$ cat config.mk
export PLATFORM = sky130hd
export DESIGN_NAME = fetch_unit_flat
export DESIGN_NICKNAME = d
export VERILOG_FILES = /design/src/rtl/fetch_unit_pkg.sv /design/src/rtl/fetch_unit_if.sv /design/src/rtl/fetch_queue.sv /design/src/rtl/fetch_unit.sv /design/src/flat_wrapper.sv
export SDC_FILE = /design/constraint.sdc
export NUM_CORES = 1
export LEC_CHECK = 0
export CAP_MARGIN = 20
export CORE_MARGIN = 2
export CORE_UTILIZATION = 59
export DETAILED_ROUTE_END_ITERATION = 8
export PLACE_DENSITY = 0.86
export SLEW_MARGIN = 20
export SYNTH_ARGS = -nofsm -noshare
export SYNTH_HDL_FRONTEND = slang
export SYNTH_HIERARCHICAL = 1
export SYNTH_SLANG_ARGS = --single-unit
$ cat constraint.sdc
create_clock -name clk -period 6.6 [get_ports clk]
set_input_delay 1.32 -clock clk [delete_from_list [all_inputs] [get_ports clk]]
set_output_delay 1.32 -clock clk [all_outputs]
set_load 0.1 [all_outputs]
$ cat src/rtl/fetch_unit_pkg.sv
// Shared definitions for the instruction-fetch stage: reset/bubble constants,
// request FSM state encoding and the fetch-queue entry layout.
package fetch_unit_pkg;

    localparam logic [31:0] NOP_INST_DEF = 32'h0000_0013;
    localparam logic [31:0] RESET_PC_DEF = 32'h0000_0000;

    typedef enum logic [1:0] {
        IF_IDLE = 2'd0,
        IF_BUSY = 2'd1,
        IF_DROP = 2'd2
    } if_state_e;

    typedef struct packed {
        logic [31:0] pc;
        logic [31:0] inst;
    } fq_entry_t;

    // Word-align an address; misaligned redirect targets are silently fixed.
    function automatic logic [31:0] align_pc(input logic [31:0] addr);
        return {addr[31:2], 2'b00};
    endfunction

endpackage

$ cat src/rtl/fetch_unit_if.sv
// Instruction-memory read port: one-outstanding req/ack handshake.
interface fetch_unit_if;

    logic        imem_req;
    logic [31:0] imem_addr;
    logic        imem_ack;
    logic [31:0] imem_rdata;

    modport master (
        output imem_req,
        output imem_addr,
        input  imem_ack,
        input  imem_rdata
    );

    modport slave (
        input  imem_req,
        input  imem_addr,
        output imem_ack,
        output imem_rdata
    );

endinterface

$ cat src/rtl/fetch_queue.sv
// Small synchronous FIFO of fetched {pc, inst} pairs; flush beats push and pop.
module fetch_queue
    import fetch_unit_pkg::*;
#(
    parameter int QDEPTH = 2
) (
    input  logic                     clk,
    input  logic                     rst,
    input  logic                     push,
    input  logic                     pop,
    input  logic                     flush,
    input  fq_entry_t                push_data,
    output fq_entry_t                head,
    output logic                     full,
    output logic                     empty,
    output logic [$clog2(QDEPTH):0]  count
);

    localparam int AW = $clog2(QDEPTH);
    localparam int CW = AW + 1;

    fq_entry_t         mem_r [QDEPTH];
    logic [AW-1:0]     wr_ptr_r;
    logic [AW-1:0]     rd_ptr_r;
    logic [CW-1:0]     count_r;
    logic              do_push_s;
    logic              do_pop_s;

    // Qualify requests: a pop frees the slot a same-cycle push needs when full.
    always_comb begin
        do_pop_s  = 1'b0;
        do_push_s = 1'b0;
        if (!flush) begin
            do_pop_s  = pop & (count_r != {CW{1'b0}});
            do_push_s = push & ((count_r != CW'(QDEPTH)) | do_pop_s);
        end else begin
            do_pop_s  = 1'b0;
            do_push_s = 1'b0;
        end
    end

    // Pointer and occupancy bookkeeping.
    always_ff @(posedge clk or negedge rst) begin
        if (!rst) begin
            wr_ptr_r <= {AW{1'b0}};
            rd_ptr_r <= {AW{1'b0}};
            count_r  <= {CW{1'b0}};
        end else if (flush) begin
            wr_ptr_r <= {AW{1'b0}};
            rd_ptr_r <= {AW{1'b0}};
            count_r  <= {CW{1'b0}};
        end else begin
            if (do_push_s) begin
                wr_ptr_r <= wr_ptr_r + AW'(1'b1);
            end
            if (do_pop_s) begin
                rd_ptr_r <= rd_ptr_r + AW'(1'b1);
            end
            case ({do_push_s, do_pop_s})
                2'b10:   count_r <= count_r + CW'(1'b1);
                2'b01:   count_r <= count_r - CW'(1'b1);
                default: count_r <= count_r;
            endcase
        end
    end

    // Entry storage.
    always_ff @(posedge clk or negedge rst) begin
        if (!rst) begin
            for (int i = 0; i < QDEPTH; i++) begin
                mem_r[i] <= '{pc: 32'd0, inst: 32'd0};
            end
        end else if (do_push_s) begin
            mem_r[wr_ptr_r] <= push_data;
        end
    end

    assign head  = mem_r[rd_ptr_r];
    assign full  = (count_r == CW'(QDEPTH));
    assign empty = (count_r == {CW{1'b0}});
    assign count = count_r;

endmodule

$ cat src/rtl/fetch_unit.sv
// Instruction-fetch stage: sequential PC generation, one-outstanding memory
// reads into a small queue, and the IF/ID output register with stall/redirect.
module fetch_unit
    import fetch_unit_pkg::*;
#(
    parameter logic [31:0] RESET_PC = RESET_PC_DEF,
    parameter int          QDEPTH   = 2,
    parameter logic [31:0] NOP_INST = NOP_INST_DEF
) (
    input  logic                clk,
    input  logic                rst,
    input  logic                keep,
    input  logic                redirect,
    input  logic [31:0]         redirect_pc,
    fetch_unit_if.master        imem,
    output logic [31:0]         PC_pype0,
    output logic [31:0]         PCp4_pype0,
    output logic [31:0]         Instraction_pype,
    output logic                inst_valid
);

    localparam int CW = $clog2(QDEPTH) + 1;
    localparam logic [CW:0] SPACE_LIMIT = (CW + 1)'(QDEPTH - 1);

    if_state_e      state_r;
    if_state_e      state_s;
    logic           req_r;
    logic           req_s;
    logic [31:0]    addr_r;
    logic [31:0]    addr_s;
    logic [31:0]    fpc_r;
    logic [31:0]    fpc_s;

    logic           ack_s;
    logic [31:0]    target_s;
    logic           q_push_s;
    logic           q_pop_s;
    logic           q_full_s;
    logic           q_empty_s;
    logic [CW-1:0]  q_count_s;
    fq_entry_t      q_head_s;
    fq_entry_t      q_wdata_s;
    logic [CW:0]    entries_after_s;
    logic           space_s;

    fetch_queue #(
        .QDEPTH (QDEPTH)
    ) u_queue (
        .clk       (clk),
        .rst       (rst),
        .push      (q_push_s),
        .pop       (q_pop_s),
        .flush     (redirect),
        .push_data (q_wdata_s),
        .head      (q_head_s),
        .full      (q_full_s),
        .empty     (q_empty_s),
        .count     (q_count_s)
    );

    assign imem.imem_req  = req_r;
    assign imem.imem_addr = addr_r;

    // Queue traffic for this edge and whether one more request still fits.
    always_comb begin
        ack_s           = imem.imem_ack & req_r;
        target_s        = align_pc(redirect_pc);
        q_wdata_s       = '{pc: addr_r, inst: imem.imem_rdata};
        q_push_s        = 1'b0;
        q_pop_s         = 1'b0;
        entries_after_s = {(CW + 1){1'b0}};
        if (redirect) begin
            q_push_s        = 1'b0;
            q_pop_s         = 1'b0;
            entries_after_s = {(CW + 1){1'b0}};
        end else begin
            q_push_s        = (state_r == IF_BUSY) & ack_s;
            q_pop_s         = ~keep & ~q_empty_s;
            entries_after_s = {1'b0, q_count_s}
                            + {{CW{1'b0}}, q_push_s}
                            - {{CW{1'b0}}, q_pop_s};
        end
        space_s = (entries_after_s <= SPACE_LIMIT);
    end

    // Request FSM next state; redirect outranks everything else.
    always_comb begin
        state_s = state_r;
        req_s   = req_r;
        addr_s  = addr_r;
        fpc_s   = fpc_r;
        if (redirect) begin
            if ((state_r != IF_IDLE) && !ack_s) begin
                fpc_s   = target_s;
                state_s = IF_DROP;
            end else begin
                req_s   = 1'b1;
                addr_s  = target_s;
                fpc_s   = target_s + 32'd4;
                state_s = IF_BUSY;
            end
        end else begin
            case (state_r)
                IF_IDLE: begin
                    if (space_s) begin
                        req_s   = 1'b1;
                        addr_s  = fpc_r;
                        fpc_s   = fpc_r + 32'd4;
                        state_s = IF_BUSY;
                    end else begin
                        state_s = IF_IDLE;
                    end
                end
                IF_BUSY: begin
                    if (ack_s && space_s) begin
                        req_s   = 1'b1;
                        addr_s  = fpc_r;
                        fpc_s   = fpc_r + 32'd4;
                        state_s = IF_BUSY;
                    end else if (ack_s) begin
                        req_s   = 1'b0;
                        state_s = IF_IDLE;
                    end else begin
                        state_s = IF_BUSY;
                    end
                end
                IF_DROP: begin
                    // The queue was flushed on entry, so there is always room here.
                    if (ack_s) begin
                        req_s   = 1'b1;
                        addr_s  = fpc_r;
                        fpc_s   = fpc_r + 32'd4;
                        state_s = IF_BUSY;
                    end else begin
                        state_s = IF_DROP;
                    end
                end
                default: begin
                    req_s   = 1'b0;
                    state_s = IF_IDLE;
                end
            endcase
        end
    end

    // Request FSM state, held request and fetch PC.
    always_ff @(posedge clk or negedge rst) begin
        if (!rst) begin
            state_r <= IF_IDLE;
            req_r   <= 1'b0;
            addr_r  <= RESET_PC;
            fpc_r   <= RESET_PC;
        end else begin
            state_r <= state_s;
            req_r   <= req_s;
            addr_r  <= addr_s;
            fpc_r   <= fpc_s;
        end
    end

    // IF/ID output register: redirect bubble, stall hold, queue head or bubble.
    always_ff @(posedge clk or negedge rst) begin
        if (!rst) begin
            PC_pype0         <= 32'd0;
            PCp4_pype0       <= 32'd0;
            Instraction_pype <= NOP_INST;
            inst_valid       <= 1'b0;
        end else if (redirect) begin
            PC_pype0         <= 32'd0;
            PCp4_pype0       <= 32'd0;
            Instraction_pype <= NOP_INST;
            inst_valid       <= 1'b0;
        end else if (keep) begin
            PC_pype0         <= PC_pype0;
            PCp4_pype0       <= PCp4_pype0;
            Instraction_pype <= Instraction_pype;
            inst_valid       <= inst_valid;
        end else if (!q_empty_s) begin
            PC_pype0         <= q_head_s.pc;
            PCp4_pype0       <= q_head_s.pc + 32'd4;
            Instraction_pype <= q_head_s.inst;
            inst_valid       <= 1'b1;
        end else begin
            PC_pype0         <= 32'd0;
            PCp4_pype0       <= 32'd0;
            Instraction_pype <= NOP_INST;
            inst_valid       <= 1'b0;
        end
    end

endmodule
$ cat src/flat_wrapper.sv
// flat-port wrapper written by rule: the top's interface ports become plain ports
module fetch_unit_flat import fetch_unit_pkg::*;
#(
    parameter logic [31:0] RESET_PC = RESET_PC_DEF,
    parameter int          QDEPTH   = 2,
    parameter logic [31:0] NOP_INST = NOP_INST_DEF
)
  (clk, rst, keep, redirect, redirect_pc, PC_pype0, PCp4_pype0, Instraction_pype, inst_valid, imem_imem_req, imem_imem_addr, imem_imem_ack, imem_imem_rdata);
  fetch_unit_if imem_i ();
  input  logic clk;
  input  logic rst;
  input  logic keep;
  input  logic redirect;
  input  logic [31:0] redirect_pc;
  output logic [31:0] PC_pype0;
  output logic [31:0] PCp4_pype0;
  output logic [31:0] Instraction_pype;
  output logic inst_valid;
  output wire logic [$bits(imem_i.imem_req)-1:0] imem_imem_req;
  output wire logic [$bits(imem_i.imem_addr)-1:0] imem_imem_addr;
  input wire logic [$bits(imem_i.imem_ack)-1:0] imem_imem_ack;
  input wire logic [$bits(imem_i.imem_rdata)-1:0] imem_imem_rdata;
  assign imem_imem_req = imem_i.imem_req;
  assign imem_imem_addr = imem_i.imem_addr;
  assign imem_i.imem_ack = imem_imem_ack;
  assign imem_i.imem_rdata = imem_imem_rdata;
  fetch_unit #(.RESET_PC(RESET_PC), .QDEPTH(QDEPTH), .NOP_INST(NOP_INST)) u_core (.clk(clk), .rst(rst), .keep(keep), .redirect(redirect), .redirect_pc(redirect_pc), .imem(imem_i), .PC_pype0(PC_pype0), .PCp4_pype0(PCp4_pype0), .Instraction_pype(Instraction_pype), .inst_valid(inst_valid));
endmodule
==> results.cfg, run 1 <==
[status]
status = finished, final reports clean

[clocking]
clkSinkCount = 291
cts_resized = 0
path_clk_slew_ns = 0.06
h-tree-depth = 1
numCtsBuffers = 31
cts_setup_buffers = 0
clk_latency_ns = 0.54
cts_tree = done
clk_path_buf_depth = 3
ctsRootBufferMaster = clkbuf_16
ctsHoldBuffers = 0

[synth]
netlist_instances = 1120
syn_nets = 1195
synth_area_um2 = 13800
ys_warn_count = 6
syn_area_per_cell_um2 = 12.3

[critical_path]
cp_data_required_time_ns = 6.99
worstSetupEndpointType = register
worstReg2RegStart = u_core/u_queue/rd_ptr_r$_DFFE_PN0P_
cp-start-kind = input pin
path_max_fanout = 11
r2r_end = u_core/PCp4_pype0[30]$_DFFE_PN0P_
crit_type = in2reg
crit_arrival_ns = 4.57
rr_worst_depth = 8
r2r_setup_slack_ns = 3.12

[place]
placed_area_um2 = 15900
io_buffers = 196
dp_hpwl_um = 21500
globalplace.congestion = 0.866

[route]
wl_per_cell_um = 20.2
vias = 9551
drtAntennaViolNets = 0
drt_iter0_drc = 631
routed_wl_um = 33000
drc = 0
drtPass1Iterations = 4
route.detailed.vias_per_inst = 5.86

[sta]
rsz0062_at_grt = no
slew_viol_final = 0
finalSetupTns_ns = 0
worst_slew_pin_slew_ns = 1.08
finClkSkew_ns = 0.00859
slew_headroom = 0.277
min_period_ns = 4.18
hold_viol_final = 0
finalSetupViolCount = 0
fmax_ghz = 0.239
fin_crit_sh = 0.634

[finish]
area_delta_synth_final_pct = 24.1
antenna_cells = 0
seq_area_um2 = 7290
num-fill-cells = 1499
drive_gt1_frac = 0.215
final_nets = 1367
final_area_um2 = 17100
final_common_cell = dfrtp_1
multi_input_area_um2 = 6160
layout_common_cells = 287 x dfrtp_1, 194 x clkdlybuf4s50_1, 143 x mux2_2

[floorplanning]
dieWidth_um = 157
die_area_um2 = 24600
die_y_um = 157
io_pins = 199
initial_core_util = 0.606
coreArea_um2 = 22800
fp-row-count = 55

[run]
drv_cap = 0

[min_path]
hp-class = reg2reg
whs_path_depth = 2
hold_start = u_core/PC_pype0[30]$_DFFE_PN0P_
whs_endpoint = u_core/PC_pype0[30]$_DFFE_PN0P_

[power]
p_leak_nw = 7.59
peakVddDrop_v = 0.000412
p_per_area_nw_per_um2 = 413

[global_route]
first_global_vias = 9554
antenna_found_initial = 0
grt_pass1_wl_um = 52200
grt_start_max_net_pins = 111
overflow = 0
grt.total_usage = 0.267
## worst max-delay path, cell delays in order
cell	delay [ns]
clkdlybuf4s50_1	0.59
nand4b_1	0.19
ha_1	0.31
inv_1	0.04
ha_1	0.19
fa_1	0.38
xnor2_1	0.20
o41a_1	0.58
nor4b_1	0.50
xnor2_1	0.18
mux2i_1	0.09
## metrics by stage
step | hold slack (ns) | util | instances | setup slack (ns) | total power (W)
after floorplan | 0.475 | - | 1120 | 2.84 | 0.00442
after global placement | 0.453 | 0.699 | 1572 | 2.01 | 0.00500
after detailed placement | 0.460 | 0.700 | 1572 | 1.90 | 0.00509
after CTS | 0.476 | 0.751 | 1629 | 2.46 | 0.00709
after global routing | 0.501 | 0.751 | 1629 | 2.31 | 0.00738
final | 0.475 | 0.751 | 1629 | 2.42 | 0.00707
## routing by layer
metal | track usage | part of all wire
met1 | 0.378 | 0.45
met2 | 0.437 | 0.47
met3 | 0.0474 | 0.064
met4 | 0.0555 | 0.016
met5 | 0 | 0
## where the power goes
group	leakage [nW]	internal, W	total (W)	switching [W]
clock	0.586	0.00125	0.00196	0.000711
sequential	3.76	0.00222	0.00258	0.000364
combinational	3.24	0.000922	0.00252	0.00160
total	7.59	0.00439	0.00707	0.00267
## registers in the layout (all words and copies together) (netlist names)
signal and cells:
u_core/Instraction_pype 32, u_core/u_queue/wr_ptr_r 1, u_core/u_queue/mem_r 128, u_core/PCp4_pype0 30, u_core/PC_pype0 32, u_core/imem.imem_req 1, u_core/state_r 2, u_core/inst_valid 1
u_core/fpc_r 30, u_core/u_queue/rd_ptr_r 1, u_core/u_queue/count 2, u_core/imem.imem_addr 31
## worst max path at each step
stage	start	endpoint	slack [ns]	cells past startpoint
floorplan	imem_imem_ack	u_core/fpc_r[11]$_DFFE_PN0P_	2.84	11
global placement	redirect	u_core/u_queue/mem_r[94]$_DFFE_PN0P_	2.01	9
detailed placement	imem_imem_ack	u_core/fpc_r[9]$_DFFE_PN0P_	1.90	11
CTS	imem_imem_ack	u_core/fpc_r[9]$_DFFE_PN0P_	2.46	11
global route	imem_imem_ack	u_core/fpc_r[9]$_DFFE_PN0P_	2.31	11
finish	imem_imem_ack	u_core/fpc_r[9]$_DFFE_PN0P_	2.42	11
## area by class of cell
cell class                 instances  area share
multi-input combinational        746       0.360
clock buffer                      36      0.0488
clock inverter                    21      0.0197
timing repair buffer             209       0.120
inverter                          13     0.00285
tap                              313      0.0229
sequential                       291       0.426
No activity file was read; power rests on OpenSTA's default activity.
==> inputs of run 2 (changes only) <==
--- a/config.mk
+++ b/config.mk
@@ -7,9 +7,9 @@
 export LEC_CHECK = 0
 export CAP_MARGIN = 20
 export CORE_MARGIN = 2
-export CORE_UTILIZATION = 59
+export CORE_UTILIZATION = 50
 export DETAILED_ROUTE_END_ITERATION = 8
-export PLACE_DENSITY = 0.86
+export PLACE_DENSITY = 0.77
 export SLEW_MARGIN = 20
 export SYNTH_ARGS = -nofsm -noshare
 export SYNTH_HDL_FRONTEND = slang
==> constraint.sdc (replaced) <==
create_clock -name clk -period 3.4 [get_ports clk]
set_input_delay 0.68 -clock clk [delete_from_list [all_inputs] [get_ports clk]]
set_output_delay 0.68 -clock clk [all_outputs]
set_load 0.1 [all_outputs]
==> run 2 against run 1 <==
Combinational power is 97% higher. Final cell count is 3.1% higher. First-iteration DRC count grew 2.2%. Routed wire length barely moved. Register-to-register slack worse by 2.7 ns. Largest power group unchanged.
==> results.cfg, run 2 (synthesis gave the netlist of run 1 again) <==
[sta]
worst_slew_pin_slew_ns = 0.991
fin_crit_sh = 0.938
hold_viol_final = 0
rsz0062_at_grt = no
min_period_ns = 3.19
finalSetupViolCount = 0
finalSetupTns_ns = 0
fmax_ghz = 0.314
finClkSkew_ns = 0.0122
slew_viol_final = 0
slew_headroom = 0.337

[route]
wl_met2_um = 15200
m1WireLength_um = 15200
route.detailed.vias_per_inst = 5.69
routed_wl_um = 33000
drc = 0
drt_iter0_drc = 645
wl_per_cell_um = 19.6
drtPass1Iterations = 4
top_layer = met4
drtAntennaViolNets = 0
wl_met3_um = 1940
vias = 9551

[floorplanning]
coreArea_um2 = 27000
dieWidth_um = 170
io_pins = 199
die_area_um2 = 28900
fp-row-count = 60
die_y_um = 170
initial_core_util = 0.511

[clocking]
clk_path_buf_depth = 3
ctsRootBufferMaster = clkbuf_16
clk_latency_ns = 0.55
cts_setup_buffers = 0
h-tree-depth = 1
path_clk_slew_ns = 0.06
cts_resized = 0
numCtsBuffers = 31
clkSinkCount = 291
ctsHoldBuffers = 0
cts_tree = done

[power]
clkPwrFrac = 0.257
peakVddDrop_v = 0.000755
p_int_w = 0.00827
p_per_area_nw_per_um2 = 786
p_sw_frac = 0.383
combPwrFrac = 0.371
seqPwrFrac = 0.372
power_switching_w = 0.00513
p_leak_nw = 7.85

[min_path]
hp-class = in2async

[critical_path]
cp_data_required_time_ns = 3.79
crit_type = in2reg
path_max_fanout = 8
crit_arrival_ns = 3.58
cp-start-kind = input pin
worstSetupEndpointType = register

[global_route]
antenna_found_initial = 0
grt_start_max_net_pins = 79
grt_pass1_wl_um = 52300
overflow = 0
grt.total_usage = 0.226
first_global_vias = 9566

[place]
globalplace.congestion = 0.888
dp_hpwl_um = 22500
io_buffers = 196
placed_area_um2 = 16000

[finish]
fin_util = 0.631
reg.largest.list = u_core/u_queue/mem_r (128), u_core/Instraction_pype (32), u_core/PC_pype0 (32)
largest_register_ff_count = 128
final_area_um2 = 17000
final_nets = 1392
layout_common_cells = 286 x dfrtp_1, 143 x mux2_2, 139 x buf_4
antenna_cells = 0
drive_gt1_frac = 0.307
final_common_cell = dfrtp_1
top_register = u_core/u_queue/mem_r
area_delta_synth_final_pct = 23.6

[run]
drv_cap = 0

[status]
status = finished, final reports clean
[run 2: cell types whose count changed in the layout (fill, tap and decap cells not counted), moves of 2 or more]
cell and delta:
clkbuf_1 +4, clkdlybuf4s50_1 -110, bufinv_16 -6, clkinvlp_4 +2
buf_4 +126, buf_12 +9, clkinv_2 -8, clkbuf_8 +6
[run 2: final cells by class]
| type | instances | area, µm² |
|---|---|---|
| clock buffers | 46 | 932 |
| clock inverters | 8 | 124 |
| fillers | 2114 | 9980 |
| inverters | 13 | 48.8 |
| multi-input cells | 746 | 6140 |
| flip-flops and latches | 291 | 7290 |
| well taps | 341 | 427 |
| repair buffers | 234 | 2080 |
[run 2: metrics by stage]
| stage | cells | hold WS, ns | setup slack [ns] | total power, W |
|---|---|---|---|---|
| floorplan | 1120 | 0.384 | 0.205 | 0.00859 |
| global placement | 1625 | 0.457 | -0.330 | 0.00985 |
| detailed placement | 1625 | 0.471 | -0.328 | 0.00998 |
| CTS | 1679 | 0.129 | 0.237 | 0.0135 |
| global route | 1679 | 0.159 | 0.103 | 0.0140 |
| finish | 1679 | 0.129 | 0.211 | 0.0134 |
[run 2: worst paths after layout]
kind,slack [ns],to,depth (start not counted),start
max in group asynchronous,2.40,u_core/Instraction_pype[4]$_DFFE_PN1P_,2,rst
worst max-delay path,0.21,u_core/fpc_r[6]$_DFFE_PN0P_,13,imem_imem_ack
worst max register to register,0.38,u_core/fpc_r[6]$_DFFE_PN0P_,13,u_core/u_queue/count[0]$_DFFE_PN0P_
min in group clk,0.43,u_core/u_queue/rd_ptr_r$_DFFE_PN0P_,2,redirect
worst min-delay path,0.13,u_core/Instraction_pype[26]$_DFFE_PN0P_,1,rst
worst min register to register,0.48,u_core/PCp4_pype0[7]$_DFFE_PN0P_,2,u_core/PCp4_pype0[7]$_DFFE_PN0P_
[run 2: routing by layer]
metal  vias up  global-route usage
li1       4422                   -
met5         -                   0
met2       268               0.362
met3        45              0.0353
met4         0              0.0465
met1      4816               0.328
[run 2: power groups by stage]
stage | Sequential [W] | Combinational [W] | Clock [W]
2_1_floorplan | 0.00639 | 0.00220 | 0
3_3_place_gp | 0.00497 | 0.00488 | 0
3_5_place_dp | 0.00503 | 0.00496 | 0
4_1_cts | 0.00498 | 0.00499 | 0.00352
5_1_grt | 0.00510 | 0.00527 | 0.00367
6_report | 0.00498 | 0.00497 | 0.00344
[run 2: worst max-delay path, stage by stage]
cell             delay, ns
clkdlybuf4s50_1       0.51
nand4b_1              0.14
ha_1                  0.29
inv_1                 0.04
ha_1                  0.18
fa_1                  0.37
xnor2_1               0.17
o41a_1                0.52
buf_4                 0.20
buf_4                 0.13
nor2_1                0.12
xnor2_1               0.14
mux2i_1               0.09
==> inputs of run 3 (changes only) <==
--- a/config.mk
+++ b/config.mk
@@ -9,6 +9,7 @@
 export CORE_MARGIN = 2
 export CORE_UTILIZATION = 50
 export DETAILED_ROUTE_END_ITERATION = 8
+export GPL_ROUTABILITY_DRIVEN = 0
 export PLACE_DENSITY = 0.77
 export SLEW_MARGIN = 20
 export SYNTH_ARGS = -nofsm -noshare
==> results of run 3 <==
Same layout as run 2: the final DEF is identical, and so are final timing and power.
